==> src/rtl/key_dir_ctrl.sv <==
`timescale 1ns/1ps
`default_nettype none
// ============================================================================
//  Module   : key_dir_ctrl
//  Purpose  : Debounces four direction keys, turns each debounced press into
//             a one-cycle pulse, filters the requests into a pending turn
//             (no reversals), and commits that turn on a periodic move tick
//             whose period shortens with the speed level.
//  Revision : 1.0 - initial release
// ----------------------------------------------------------------------------
//  Ports
//    CLOCK_50   in   1        sole clock, rising edge
//    rst_n      in   1        asynchronous reset, active low
//    key_raw    in   4        raw keys: [3] up, [2] down, [1] left, [0] right
//    restart    in   1        synchronous game restart, active high
//    speed      in   SPEED_W  speed level, unsigned
//    key_pulse  out  4        one-cycle pulse per debounced press
//    dir        out  2        committed direction: 00 up 01 down 10 left 11 right
//    move_tick  out  1        one-cycle pulse at each move step
// ============================================================================
module key_dir_ctrl #(
  parameter int unsigned DEB_CYCLES = 500000,
  parameter int unsigned ACTIVE_LOW = 1,
  parameter int unsigned TICK_BASE  = 12500000,
  parameter int unsigned TICK_STEP  = 1000000,
  parameter int unsigned TICK_MIN   = 2500000,
  parameter int unsigned SPEED_W    = 3
) (
  input  logic               CLOCK_50,
  input  logic               rst_n,
  input  logic [3:0]         key_raw,
  input  logic               restart,
  input  logic [SPEED_W-1:0] speed,
  output logic [3:0]         key_pulse,
  output logic [1:0]         dir,
  output logic               move_tick
);

  // --------------------------------------------------------------------------
  // Constants
  // --------------------------------------------------------------------------
  localparam int unsigned c_DEB_W = $clog2(DEB_CYCLES) + 1;
  localparam logic [c_DEB_W-1:0] c_DEB_LAST = c_DEB_W'(DEB_CYCLES - 1);

  // Longest possible period is the speed-0 period after the clamp.
  localparam int unsigned c_P_MAX = (TICK_BASE > TICK_MIN) ? TICK_BASE : TICK_MIN;
  localparam int unsigned c_TW    = $clog2(c_P_MAX) + 1;
  // Product/difference width: wide enough that speed*TICK_STEP never wraps.
  localparam int unsigned c_PW    = SPEED_W + 32;
  // Largest reduction that still leaves the period above the clamp.
  localparam int unsigned c_HEAD  = (TICK_BASE > TICK_MIN) ? (TICK_BASE - TICK_MIN) : 0;

  localparam logic [1:0] c_DIR_UP    = 2'b00;
  localparam logic [1:0] c_DIR_DOWN  = 2'b01;
  localparam logic [1:0] c_DIR_LEFT  = 2'b10;
  localparam logic [1:0] c_DIR_RIGHT = 2'b11;

  // --------------------------------------------------------------------------
  // Input synchroniser and polarity normalisation
  // --------------------------------------------------------------------------
  // The flops reset to 0; with active-low keys that reads as "pressed" for the
  // two cycles after reset, which the debounce filter absorbs whenever
  // DEB_CYCLES exceeds 2.
  logic [3:0] r_sync1;
  logic [3:0] r_sync2;
  logic [3:0] w_lvl;

  always_ff @(posedge CLOCK_50 or negedge rst_n) begin
    if (!rst_n) begin
      r_sync1 <= 4'b0000;
      r_sync2 <= 4'b0000;
    end else begin
      r_sync1 <= key_raw;
      r_sync2 <= r_sync1;
    end
  end

  assign w_lvl = (ACTIVE_LOW != 0) ? ~r_sync2 : r_sync2;

  // --------------------------------------------------------------------------
  // Per-key debounce: the stable level only follows the synchronised level
  // after it has disagreed for DEB_CYCLES consecutive cycles.
  // --------------------------------------------------------------------------
  logic [3:0] w_stable;

  for (genvar gi = 0; gi < 4; gi++) begin : g_deb
    logic [c_DEB_W-1:0] r_cnt;
    logic               r_stable;

    always_ff @(posedge CLOCK_50 or negedge rst_n) begin
      if (!rst_n) begin
        r_cnt    <= '0;
        r_stable <= 1'b0;
      end else if (w_lvl[gi] != r_stable) begin
        if (r_cnt == c_DEB_LAST) begin
          r_stable <= w_lvl[gi];
          r_cnt    <= '0;
        end else begin
          r_cnt <= r_cnt + 1'b1;
        end
      end else begin
        r_cnt <= '0;
      end
    end

    assign w_stable[gi] = r_stable;
  end

  // --------------------------------------------------------------------------
  // Press edge detection (registered): pulse on 0->1 of the stable level only.
  // --------------------------------------------------------------------------
  logic [3:0] r_stable_d;
  logic [3:0] r_pulse;

  always_ff @(posedge CLOCK_50 or negedge rst_n) begin
    if (!rst_n) begin
      r_stable_d <= 4'b0000;
      r_pulse    <= 4'b0000;
    end else begin
      r_stable_d <= w_stable;
      r_pulse    <= w_stable & ~r_stable_d;
    end
  end

  assign key_pulse = r_pulse;

  // --------------------------------------------------------------------------
  // Request selection and reversal filter
  // --------------------------------------------------------------------------
  logic [1:0] r_dir;
  logic [1:0] r_pend;
  logic [1:0] w_req_dir;
  logic       w_req_vld;
  logic [1:0] w_rev_dir;
  logic       w_accept;

  // The highest-priority pulse is chosen first, then tested for reversal, so
  // a rejected high-priority key masks any lower-priority key in that cycle.
  always_comb begin
    w_req_dir = c_DIR_RIGHT;
    w_req_vld = |r_pulse;
    if (r_pulse[3]) begin
      w_req_dir = c_DIR_UP;
    end else if (r_pulse[2]) begin
      w_req_dir = c_DIR_DOWN;
    end else if (r_pulse[1]) begin
      w_req_dir = c_DIR_LEFT;
    end else begin
      w_req_dir = c_DIR_RIGHT;
    end
  end

  // Reverse pairs differ only in bit 0 (up/down, left/right).
  assign w_rev_dir = {r_dir[1], ~r_dir[0]};
  assign w_accept  = w_req_vld && (w_req_dir != w_rev_dir);

  // --------------------------------------------------------------------------
  // Move-tick period: max(TICK_BASE - speed*TICK_STEP, TICK_MIN) without
  // ever forming a negative intermediate.
  // --------------------------------------------------------------------------
  logic [c_PW-1:0] w_prod;
  logic [c_TW-1:0] w_period_nxt;

  assign w_prod       = c_PW'(speed) * c_PW'(TICK_STEP);
  assign w_period_nxt = (w_prod < c_PW'(c_HEAD)) ? c_TW'(c_PW'(TICK_BASE) - w_prod)
                                                 : c_TW'(TICK_MIN);

  // --------------------------------------------------------------------------
  // Tick counter: counts 0..P-1, P captured only at wrap.
  // --------------------------------------------------------------------------
  logic [c_TW-1:0] r_tcnt;
  logic [c_TW-1:0] r_period;
  logic            w_tick;

  assign w_tick    = (r_tcnt == (r_period - 1'b1));
  assign move_tick = w_tick;

  always_ff @(posedge CLOCK_50 or negedge rst_n) begin
    if (!rst_n) begin
      r_tcnt   <= '0;
      r_period <= c_TW'(c_P_MAX);
    end else if (restart) begin
      r_tcnt <= '0;
    end else if (w_tick) begin
      r_tcnt   <= '0;
      r_period <= w_period_nxt;
    end else begin
      r_tcnt <= r_tcnt + 1'b1;
    end
  end

  // --------------------------------------------------------------------------
  // Pending / committed direction. A request in the tick cycle is judged
  // against the old dir and lands in pending only; dir takes the old pending.
  // --------------------------------------------------------------------------
  always_ff @(posedge CLOCK_50 or negedge rst_n) begin
    if (!rst_n) begin
      r_dir  <= c_DIR_RIGHT;
      r_pend <= c_DIR_RIGHT;
    end else if (restart) begin
      r_dir  <= c_DIR_RIGHT;
      r_pend <= c_DIR_RIGHT;
    end else begin
      if (w_tick) begin
        r_dir <= r_pend;
      end
      if (w_accept) begin
        r_pend <= w_req_dir;
      end
    end
  end

  assign dir = r_dir;

endmodule
`default_nettype wire

==> config.mk <==
export PLATFORM = sky130hd
export DESIGN_NAME = key_dir_ctrl
export DESIGN_NICKNAME = d
export VERILOG_FILES = /design/src/rtl/key_dir_ctrl.sv
export SDC_FILE = /design/constraint.sdc
export NUM_CORES = 1
export LEC_CHECK = 0
export CAP_MARGIN = 0
export CORE_MARGIN = 2
export CORE_UTILIZATION = 30
export DETAILED_ROUTE_END_ITERATION = 8
export GPL_TIMING_DRIVEN = 0
export PLACE_DENSITY_LB_ADDON = 0.08
export SYNTH_ARGS = -nofsm -noshare
export SYNTH_HDL_FRONTEND = slang
export SYNTH_SLANG_ARGS = --single-unit
==> constraint.sdc <==
create_clock -name CLOCK_50 -period 3.5 [get_ports CLOCK_50]
set_input_delay 0.35 -clock CLOCK_50 [delete_from_list [all_inputs] [get_ports CLOCK_50]]
set_output_delay 0.35 -clock CLOCK_50 [all_outputs]
set_load 0.01 [all_outputs]
==> impl_metrics.json, run 1 <==
{
  "status": "finished, final reports clean",
  "routed.top_layer": "met4",
  "initial_core_util_pct": 30.3,
  "power_density_nw_per_um2": 448,
  "hold_viol_final": 0,
  "drive_gt1_share_pct": 9.09,
  "path_clk_slew_ns": 0.06,
  "drcViolationCount": 0,
  "rr_endpoint": "r_period[14]$_DFFE_PN0P_",
  "core-area_sq_um": 24000,
  "via_count": 5088,
  "grt_pass1_vias": 5160,
  "die_area_sq_um": 25500,
  "critical_path_class": "input pin to register",
  "drv_cap": 0,
  "slew_violations": 0,
  "hold_slack_ns": 0.350,
  "stdcell_count": 1094,
  "fp.dieH_um": 160,
  "critPathSlowestCell": "fa_1",
  "routed_wl_um": 14900,
  "fmax_ghz": 0.302,
  "cpPeakStageDelay_ns": 0.64,
  "critPathCapture": "r_period[22]$_DFFE_PN0P_",
  "io_buffer_count": 16,
  "crit_start": "speed[0]",
  "rr_startpoint": "r_tcnt[13]$_DFF_PN0_",
  "die-width_um": 160,
  "syn-num-nets": 751,
  "antennaDiodeCount": 0,
  "synth_area_leaders": "dfrtp_1 45%, xor2_1 8.3%, nor2_1 7.2%",
  "ant_nets": 0,
  "first_iter_violations": 175,
  "crit_path_end_kind": "register",
  "wl_met3_um": 501,
  "pin_count": 17,
  "slew_headroom_pct": 35.3,
  "fp-row-count": 57,
  "setup_tns_ns": 0,
  "rr_worst_depth": 6,
  "yosysTopAreaCell": "dfrtp_1",
  "first_pass_iters": 4,
  "reg2reg_slack_ns": 0.96,
  "fillers": 2453,
  "grt_first_pass_wirelength_um": 25900,
  "cts_root_buf": "clkbuf_16",
  "synth_edf_count": 0,
  "cp-start-kind": "input pin",
  "grt_usage_pct": 12.4,
  "setup_viol": 0,
  "antenna_found_initial": 0,
  "async_flop_share_pct": 100,
  "cp.required_ns": 3.80,
  "synth-seq-cells": 145,
  "dpl.hpwl_um": 10400,
  "wl_per_cell_um": 13.6,
  "htree_levels": 4,
  "synth_warnings": 0,
  "synth-main-ff-cell": "dfrtp_1",
  "finClkSkew_ns": 0.00947,
  "grt_overflow_total": 0,
  "area_growth_pct": 16.3,
  "via_per_inst": 4.65,
  "hp-class": "register to register",
  "cp_data_arrival_time_ns": 3.61,
  "synth_top_area_share_pct": 45.0,
  "cts_buffers": 17,
  "clock_latency_ns": 0.42,
  "cp_common_cell": "inv_1",
  "post_cts.repair.setup_buffers": 0,
  "synth_area_sq_um": 7280,
  "syn_area_per_cell_sq_um": 10.1,
  "fin_nets": 787,
  "fin_crit_sh_pct": 94.7,
  "hold_depth": 0,
  "netlist_instances": 721,
  "yosysSeqAreaShare_pct": 50.1,
  "synth_cell_types": 54,
  "period_minus_slack_ns": 3.32,
  "place_congestion": 0.746,
  "tritoncts": "done",
  "cts_max_path_buffers": 2,
  "rsz0062_at_grt": "false",
  "cts.sinks": 145,
  "drt-met1-wl_um": 7340,
  "dp_cells": 1062,
  "crit_fanout": 10,
  "wl_met2_um": 6850,
  "power.leakage_nw": 3.52,
  "grt_start_max_net_pins": 85,
  "tightest_slew_ns": 0.963,
  "peakVddDrop_v": 0.000225,
  "crit_chain": "clkdlybuf4s50_1, inv_1, fa_1, inv_1, ha_1, clkbuf_2, xnor2_1, nor3_1, o211ai_1, or4_1, a31o_2"
}
[layout by cell type (no fill, tap or decap), drive strengths merged, types with 15 or more instances in the layout]
cell and count:
clkbuf 33, dfrtp 131, ha 18, inv 27, nand2 37, nand3 37, nand4 29, nor2 140
nor3 28, nor4 15, xnor2 57, xor2 69
[cells in the mapped netlist, types with 18 or more instances]
| library cell | number |
|---|---|
| ha_1 | 18 |
| nand2_1 | 37 |
| nand3_1 | 37 |
| xnor2_1 | 57 |
| inv_1 | 26 |
| nor3_1 | 27 |
| nand4_1 | 29 |
| nor2_1 | 140 |
| xor2_1 | 69 |
| dfrtp_1 | 131 |
[state kept, by name (all words and copies together), names as in the netlist]
register        cells
dir                 2
g_deb.r_cnt        80
g_deb.r_stable      4
key_pulse           4
r_pend              2
r_period           16
r_stable_d          4
r_sync1             4
r_sync2             4
r_tcnt             25
[routing by layer]
metal	vias up	global-route usage, %
li1	2520	-
met1	2499	16.7
met2	57	19.5
met3	12	2.81
met4	0	4.46
met5	-	0
[per-stage QoR]
| step | power (mW) | setup slack (ns) | utilization (%) | cell area [sq um] |
|---|---|---|---|---|
| after global placement | 2.07 | -3.93 | 32.6 | 7840 |
| after detailed placement | 2.08 | -0.525 | 32.8 | 7870 |
| after floorplan | 1.97 | 0.614 | - | 7280 |
| final | 3.79 | 0.184 | 35.2 | 8460 |
| after CTS | 3.85 | 0.00774 | 35.2 | 8450 |
| after global routing | 3.98 | 0.00391 | 35.2 | 8460 |
[final cells by class]
type | count | area (sq um) | share of cell area, %
repair buffers | 18 | 201 | 2.38
clock inverters | 12 | 110 | 1.30
multi-input cells | 532 | 3470 | 41.0
flip-flops and latches | 145 | 3650 | 43.1
plain buffers | 17 | 75.1 | 0.887
well taps | 324 | 405 | 4.79
clock buffers | 20 | 457 | 5.40
inverters | 26 | 97.6 | 1.15
[logic make-up (layout without fill, tap and decap cells)]
logic type,count (synthesis),in the layout,synth area share [%]
simple gates,330,330,22.1
flops,145,145,50.1
xor+xnor,126,126,15.2
buf+inv,44,93,2.41
compound gates,40,40,4.14
fa+ha+maj,20,20,3.64
mux,16,16,2.41
[worst max-delay path: cells and delay by family]
kind	cells	cell delay (ns)
AOI/OAI and AO/OA	2	0.42
adders and majority gates	2	0.85
buffers and inverters	4	1.09
xor gates and xnor gates	1	0.15
and+or+nand+nor	2	0.75
[worst min-delay path by stage]
stage	from	end
finish	r_sync1[3]$_DFF_PN0_	r_sync2[3]$_DFF_PN0_
global route	r_sync1[2]$_DFF_PN0_	r_sync2[2]$_DFF_PN0_
CTS	key_raw[3]	r_sync1[3]$_DFF_PN0_
detailed placement	r_sync1[3]$_DFF_PN0_	r_sync2[3]$_DFF_PN0_
global placement	r_sync1[3]$_DFF_PN0_	r_sync2[3]$_DFF_PN0_
floorplan	rst_n	g_deb[0].r_cnt[0]$_DFF_PN0_
[power by group]
| part | switching (mW) | leakage (nW) | total [mW] | internal, mW |
|---|---|---|---|---|
| logic | 0.181 | 1.31 | 0.295 | 0.115 |
| registers | 0.0310 | 1.94 | 1.76 | 1.73 |
| clock network | 0.723 | 0.268 | 1.74 | 1.02 |
[what timing repair did]
item,CTS,global route
pin swaps,0,0
hold buffers,1,0
endpoints found under the setup margin,1,3
endpoints found under the hold margin,60,0
resized for setup,1,5
Note: power is estimated with default switching activity, not from simulation.
==> inputs of run 2 (changes only) <==
--- a/config.mk
+++ b/config.mk
@@ -10,7 +10,7 @@
 export CORE_UTILIZATION = 30
 export DETAILED_ROUTE_END_ITERATION = 8
 export GPL_TIMING_DRIVEN = 0
-export PLACE_DENSITY_LB_ADDON = 0.08
+export PLACE_DENSITY_LB_ADDON = 0.15
 export SYNTH_ARGS = -nofsm -noshare
 export SYNTH_HDL_FRONTEND = slang
 export SYNTH_SLANG_ARGS = --single-unit
==> run 2 against run 1 <==
Setup slack improved by 0.011 ns. Clock power barely moved. First-iteration DRC count is 18% higher. Via count shrank 0.18%. Count of clock-buffer cells in the layout fell by 3. Fmax is 0.32% higher. Final cell count unchanged. Final area rose by 0.10%. Combinational power is essentially flat. Largest cell class unchanged.
==> impl_metrics.json, run 2 (synthesis results as in run 1) <==
{
  "cts.sinks": 145,
  "htree_levels": 4,
  "clock_latency_ns": 0.42,
  "top_register": "g_deb.r_cnt",
  "utilization_pct": 35.3,
  "wl_per_cell_um": 13.1,
  "die_area_sq_um": 25500,
  "antenna_found_initial": 0,
  "tritoncts": "done",
  "pin_count": 17,
  "place_congestion": 0.791,
  "reg2reg_slack_ns": 0.99,
  "grt_first_pass_wirelength_um": 25400,
  "rr_startpoint": "r_tcnt[13]$_DFF_PN0_",
  "routed_wl_um": 14300,
  "crit_path_end_kind": "register",
  "first_iter_violations": 206,
  "grt_overflow_total": 0,
  "drv_cap": 0,
  "finClkSkew_ns": 0.0120,
  "setup_viol": 0,
  "cp_data_arrival_time_ns": 3.61,
  "slew_headroom_pct": 40.4,
  "setup_tns_ns": 0,
  "die-width_um": 160,
  "via_per_inst": 4.64,
  "rsz0062_at_grt": "false",
  "area_growth_pct": 16.4,
  "antennaDiodeCount": 0,
  "grt_usage_pct": 12.2,
  "cts_buffers": 17,
  "crit_start": "speed[0]",
  "power.leakage_nw": 3.53,
  "ant_nets": 0,
  "initial_core_util_pct": 30.3,
  "first_pass_iters": 4,
  "status": "finished, final reports clean",
  "core-area_sq_um": 24000,
  "hold_viol_final": 0,
  "mostFrequentLayoutCell": "nor2_1",
  "grt_pass1_vias": 5232,
  "fin_ws_ns": 0.195,
  "via_count": 5079,
  "tightest_slew_ns": 0.888,
  "drive_gt1_share_pct": 9.35,
  "critical_path_class": "input pin to register",
  "peakVddDrop_v": 0.000282,
  "largest_register_ffs": 80,
  "path_clk_slew_ns": 0.06,
  "period_minus_slack_ns": 3.31,
  "grt_start_max_net_pins": 76,
  "fillers": 2419,
  "mostFrequentLayoutCells": "140 x nor2_1, 131 x dfrtp_1, 68 x xor2_1",
  "fmax_ghz": 0.303,
  "fp-row-count": 57,
  "fin_nets": 787,
  "pre_cts_slack_ns": -0.526,
  "layout_top_registers": "g_deb.r_cnt: 80 flops, r_tcnt: 25 flops, r_period: 16 flops",
  "drcViolationCount": 0,
  "hp-class": "register to register",
  "slew_violations": 0,
  "cts_root_buf": "clkbuf_16",
  "fp.dieH_um": 160,
  "io_buffer_count": 16,
  "cp.required_ns": 3.80,
  "hp-start": "r_sync1[2]$_DFF_PN0_",
  "cts_max_path_buffers": 2,
  "dpl.hpwl_um": 9960,
  "power_density_nw_per_um2": 451,
  "fin_crit_sh_pct": 94.4,
  "cp-start-kind": "input pin",
  "power_mw": 3.82,
  "crit_fanout": 9
}
==> run 2: layout make-up <==
| type | instances | area, sq um | share of cell area (%) |
|---|---|---|---|
| Sequential cell | 145 | 3650 | 43.0 |
| Multi-Input combinational cell | 532 | 3480 | 41.0 |
| Clock buffer | 17 | 425 | 5.02 |
| Tap cell | 324 | 405 | 4.78 |
| Timing Repair Buffer | 18 | 201 | 2.38 |
| Clock inverter | 15 | 145 | 1.71 |
| Inverter | 26 | 97.6 | 1.15 |
| Buffer | 17 | 75.1 | 0.886 |
==> run 2: per-stage QoR <==
stage                     instances  hold slack (ns)  instance area (sq um)
after CTS                      1095            0.342                   8460
after floorplan                 721           0.0544                   7280
final                          1094            0.349                   8470
after global routing           1094            0.356                   8470
after global placement         1061            0.337                   7840
after detailed placement       1062            0.337                   7870
==> run 2: worst paths after layout <==
path,depth (start not counted),to
min in group asynchronous,2,g_deb[1].r_cnt[13]$_DFF_PN0_
max in group asynchronous,3,r_sync1[2]$_DFF_PN0_
worst max-delay path,10,r_period[22]$_DFFE_PN0P_
worst max register to register,6,r_period[16]$_DFFE_PN0P_
worst min-delay path,0,r_sync2[2]$_DFF_PN0_
worst min register to register,0,r_sync2[2]$_DFF_PN0_
==> run 2: worst max-delay path, cell delays in order <==
cell	delay (ns)
clkdlybuf4s50_1	0.62
inv_1	0.20
fa_1	0.64
inv_1	0.08
ha_2	0.43
nand3_1	0.13
o2111ai_1	0.23
a21oi_1	0.13
or4_1	0.54
a31o_2	0.25
==> run 2: timing repair <==
action	CTS	global route
hold endpoints to repair	56	0
setup endpoints to repair	1	3
buffers inserted	0	0
cloned	0	0
hold buffers	1	0
resized for setup	1	6
==> run 2: power breakdown <==
part / switching, mW / total, mW / internal, mW
Sequential: 0.0328 / 1.76 / 1.73
Combinational: 0.178 / 0.293 / 0.115
Clock: 0.766 / 1.77 / 0.999
==> run 2: metal layers <==
metal / track usage [%] / routed length (um)
met5: 0 / 0
met4: 3.84 / 98
met3: 3.12 / 330
met2: 19.7 / 6720
met1: 16.1 / 7160
==> inputs of run 3 (changes only) <==
--- a/config.mk
+++ b/config.mk
@@ -7,7 +7,7 @@
 export LEC_CHECK = 0
 export CAP_MARGIN = 0
 export CORE_MARGIN = 2
-export CORE_UTILIZATION = 30
+export CORE_UTILIZATION = 50
 export DETAILED_ROUTE_END_ITERATION = 8
 export GPL_TIMING_DRIVEN = 0
 export PLACE_DENSITY_LB_ADDON = 0.15
==> run 3 against run 2 <==
Routed wire length shrank 6.4%. Clock skew down 0.0052 ns. Clock power increased by 5%. Setup slack better by 0.052 ns.
==> impl_metrics.json, run 3 (synthesis results as in run 1) <==
{
  "first_iter_violations": 251,
  "fin_ws_ns": 0.247,
  "peakVddDrop_v": 0.000507,
  "crit_fanout": 9,
  "pin_count": 17,
  "initial_core_util_pct": 50.7,
  "ant_nets": 0,
  "largest_register_ffs": 80,
  "stdcell_count": 954,
  "setup_tns_ns": 0,
  "tritoncts": "done",
  "clock_latency_ns": 0.42,
  "routed_wl_um": 13400,
  "mostFrequentLayoutCells": "140 x nor2_1, 131 x dfrtp_1, 68 x xor2_1",
  "grt_overflow_total": 0,
  "slew_headroom_pct": 41.4,
  "pre_cts_slack_ns": -0.505,
  "area_growth_pct": 14.6,
  "power.leakage_nw": 3.56,
  "via_count": 5052,
  "fin_crit_sh_pct": 92.9,
  "layout_top_registers": "g_deb.r_cnt: 80 flops, r_tcnt: 25 flops, r_period: 16 flops",
  "power_density_nw_per_um2": 468,
  "grt_usage_pct": 18.6,
  "core-area_sq_um": 14400,
  "fp-row-count": 44,
  "crit_path_end_kind": "register",
  "mostFrequentLayoutCell": "nor2_1",
  "wl_per_cell_um": 14.0,
  "hp-class": "register to register",
  "first_pass_iters": 4,
  "cp-start-kind": "input pin",
  "drive_gt1_share_pct": 8.96,
  "grt_start_max_net_pins": 105,
  "period_minus_slack_ns": 3.25,
  "critical_path_class": "input pin to register",
  "dp_cells": 922,
  "antennaDiodeCount": 0,
  "setup_viol": 0,
  "die-width_um": 125,
  "grt_pass1_vias": 5103,
  "top_register": "g_deb.r_cnt",
  "die_area_sq_um": 15500,
  "cp.required_ns": 3.81,
  "dpl.hpwl_um": 9290,
  "power_mw": 3.90,
  "cts.sinks": 145,
  "hold_viol_final": 0,
  "via_per_inst": 5.30,
  "cp_data_arrival_time_ns": 3.56,
  "drcViolationCount": 0,
  "grt_first_pass_wirelength_um": 24000,
  "htree_levels": 4,
  "slew_violations": 0,
  "cts_buffers": 17,
  "finClkSkew_ns": 0.00679,
  "place_congestion": 0.828,
  "utilization_pct": 58.0,
  "fmax_ghz": 0.307,
  "cts_root_buf": "clkbuf_16",
  "io_buffer_count": 16,
  "antenna_found_initial": 0,
  "drv_cap": 0,
  "fp.dieH_um": 125,
  "post_cts.repair.setup_buffers": 0,
  "fin_nets": 787,
  "rsz0062_at_grt": "false",
  "cts_max_path_buffers": 2,
  "status": "finished, final reports clean",
  "tightest_slew_ns": 0.873,
  "path_clk_slew_ns": 0.06
}
run 3: per-layer routing:
| layer | up-vias | track usage (%) | share of wire [%] |
|---|---|---|---|
| met1 | 2467 | 25.2 | 48 |
| li1 | 2521 | - | - |
| met5 | - | 0 | 0 |
| met3 | 15 | 4.77 | 2.9 |
| met4 | 0 | 6.21 | 1.3 |
| met2 | 49 | 29.3 | 48 |
run 3: final cells by class:
| type | instances | area (sq um) |
|---|---|---|
| Buffer | 17 | 75.1 |
| Sequential cell | 145 | 3650 |
| Tap cell | 184 | 230 |
| Clock buffer | 21 | 460 |
| Fill cell | 1246 | 6030 |
| Multi-Input combinational cell | 532 | 3470 |
| Timing Repair Buffer | 18 | 204 |
| Inverter | 26 | 97.6 |
| Clock inverter | 11 | 150 |
run 3: worst max-delay path, cell delays in order:
cell and delay (ns):
clkdlybuf4s50_1 0.63, inv_1 0.17, fa_1 0.58, inv_1 0.08, ha_1 0.44, nor3_1 0.12, a211oi_2 0.28, o211ai_1 0.16
or4_1 0.50, a31o_2 0.24
run 3: worst paths after layout:
| check | from | end | slack [ns] | cells after the start |
|---|---|---|---|---|
| worst min-delay path | r_sync1[3]$_DFF_PN0_ | r_sync2[3]$_DFF_PN0_ | 0.35 | 0 |
| min in group asynchronous | rst_n | g_deb[1].r_cnt[9]$_DFF_PN0_ | 0.40 | 2 |
| worst min register to register | r_sync1[3]$_DFF_PN0_ | r_sync2[3]$_DFF_PN0_ | 0.35 | 0 |
| max in group asynchronous | rst_n | g_deb[2].r_cnt[2]$_DFF_PN0_ | 2.27 | 3 |
| worst max-delay path | speed[2] | r_period[22]$_DFFE_PN0P_ | 0.25 | 10 |
| worst max register to register | r_tcnt[13]$_DFF_PN0_ | r_period[16]$_DFFE_PN0P_ | 0.91 | 6 |
run 3: metrics by stage:
stage / instance area (sq um) / hold WS [ns]
3_5_place_dp: 7700 / 0.291
5_1_grt: 8340 / 0.356
2_1_floorplan: 7280 / 0.0544
4_1_cts: 8320 / 0.352
6_report: 8340 / 0.352
3_3_place_gp: 7670 / 0.333
run 3: report_power, final:
| group | total (mW) | switching (mW) | internal (mW) |
|---|---|---|---|
| logic | 0.289 | 0.176 | 0.113 |
| clock network | 1.85 | 0.690 | 1.16 |
| registers | 1.76 | 0.0314 | 1.73 |
run 3: repair_timing:
action | CTS | global route
endpoints found under the hold margin | 41 | 0
hold buffers | 1 | 0
resized for setup | 1 | 6
setup endpoints to repair | 1 | 2
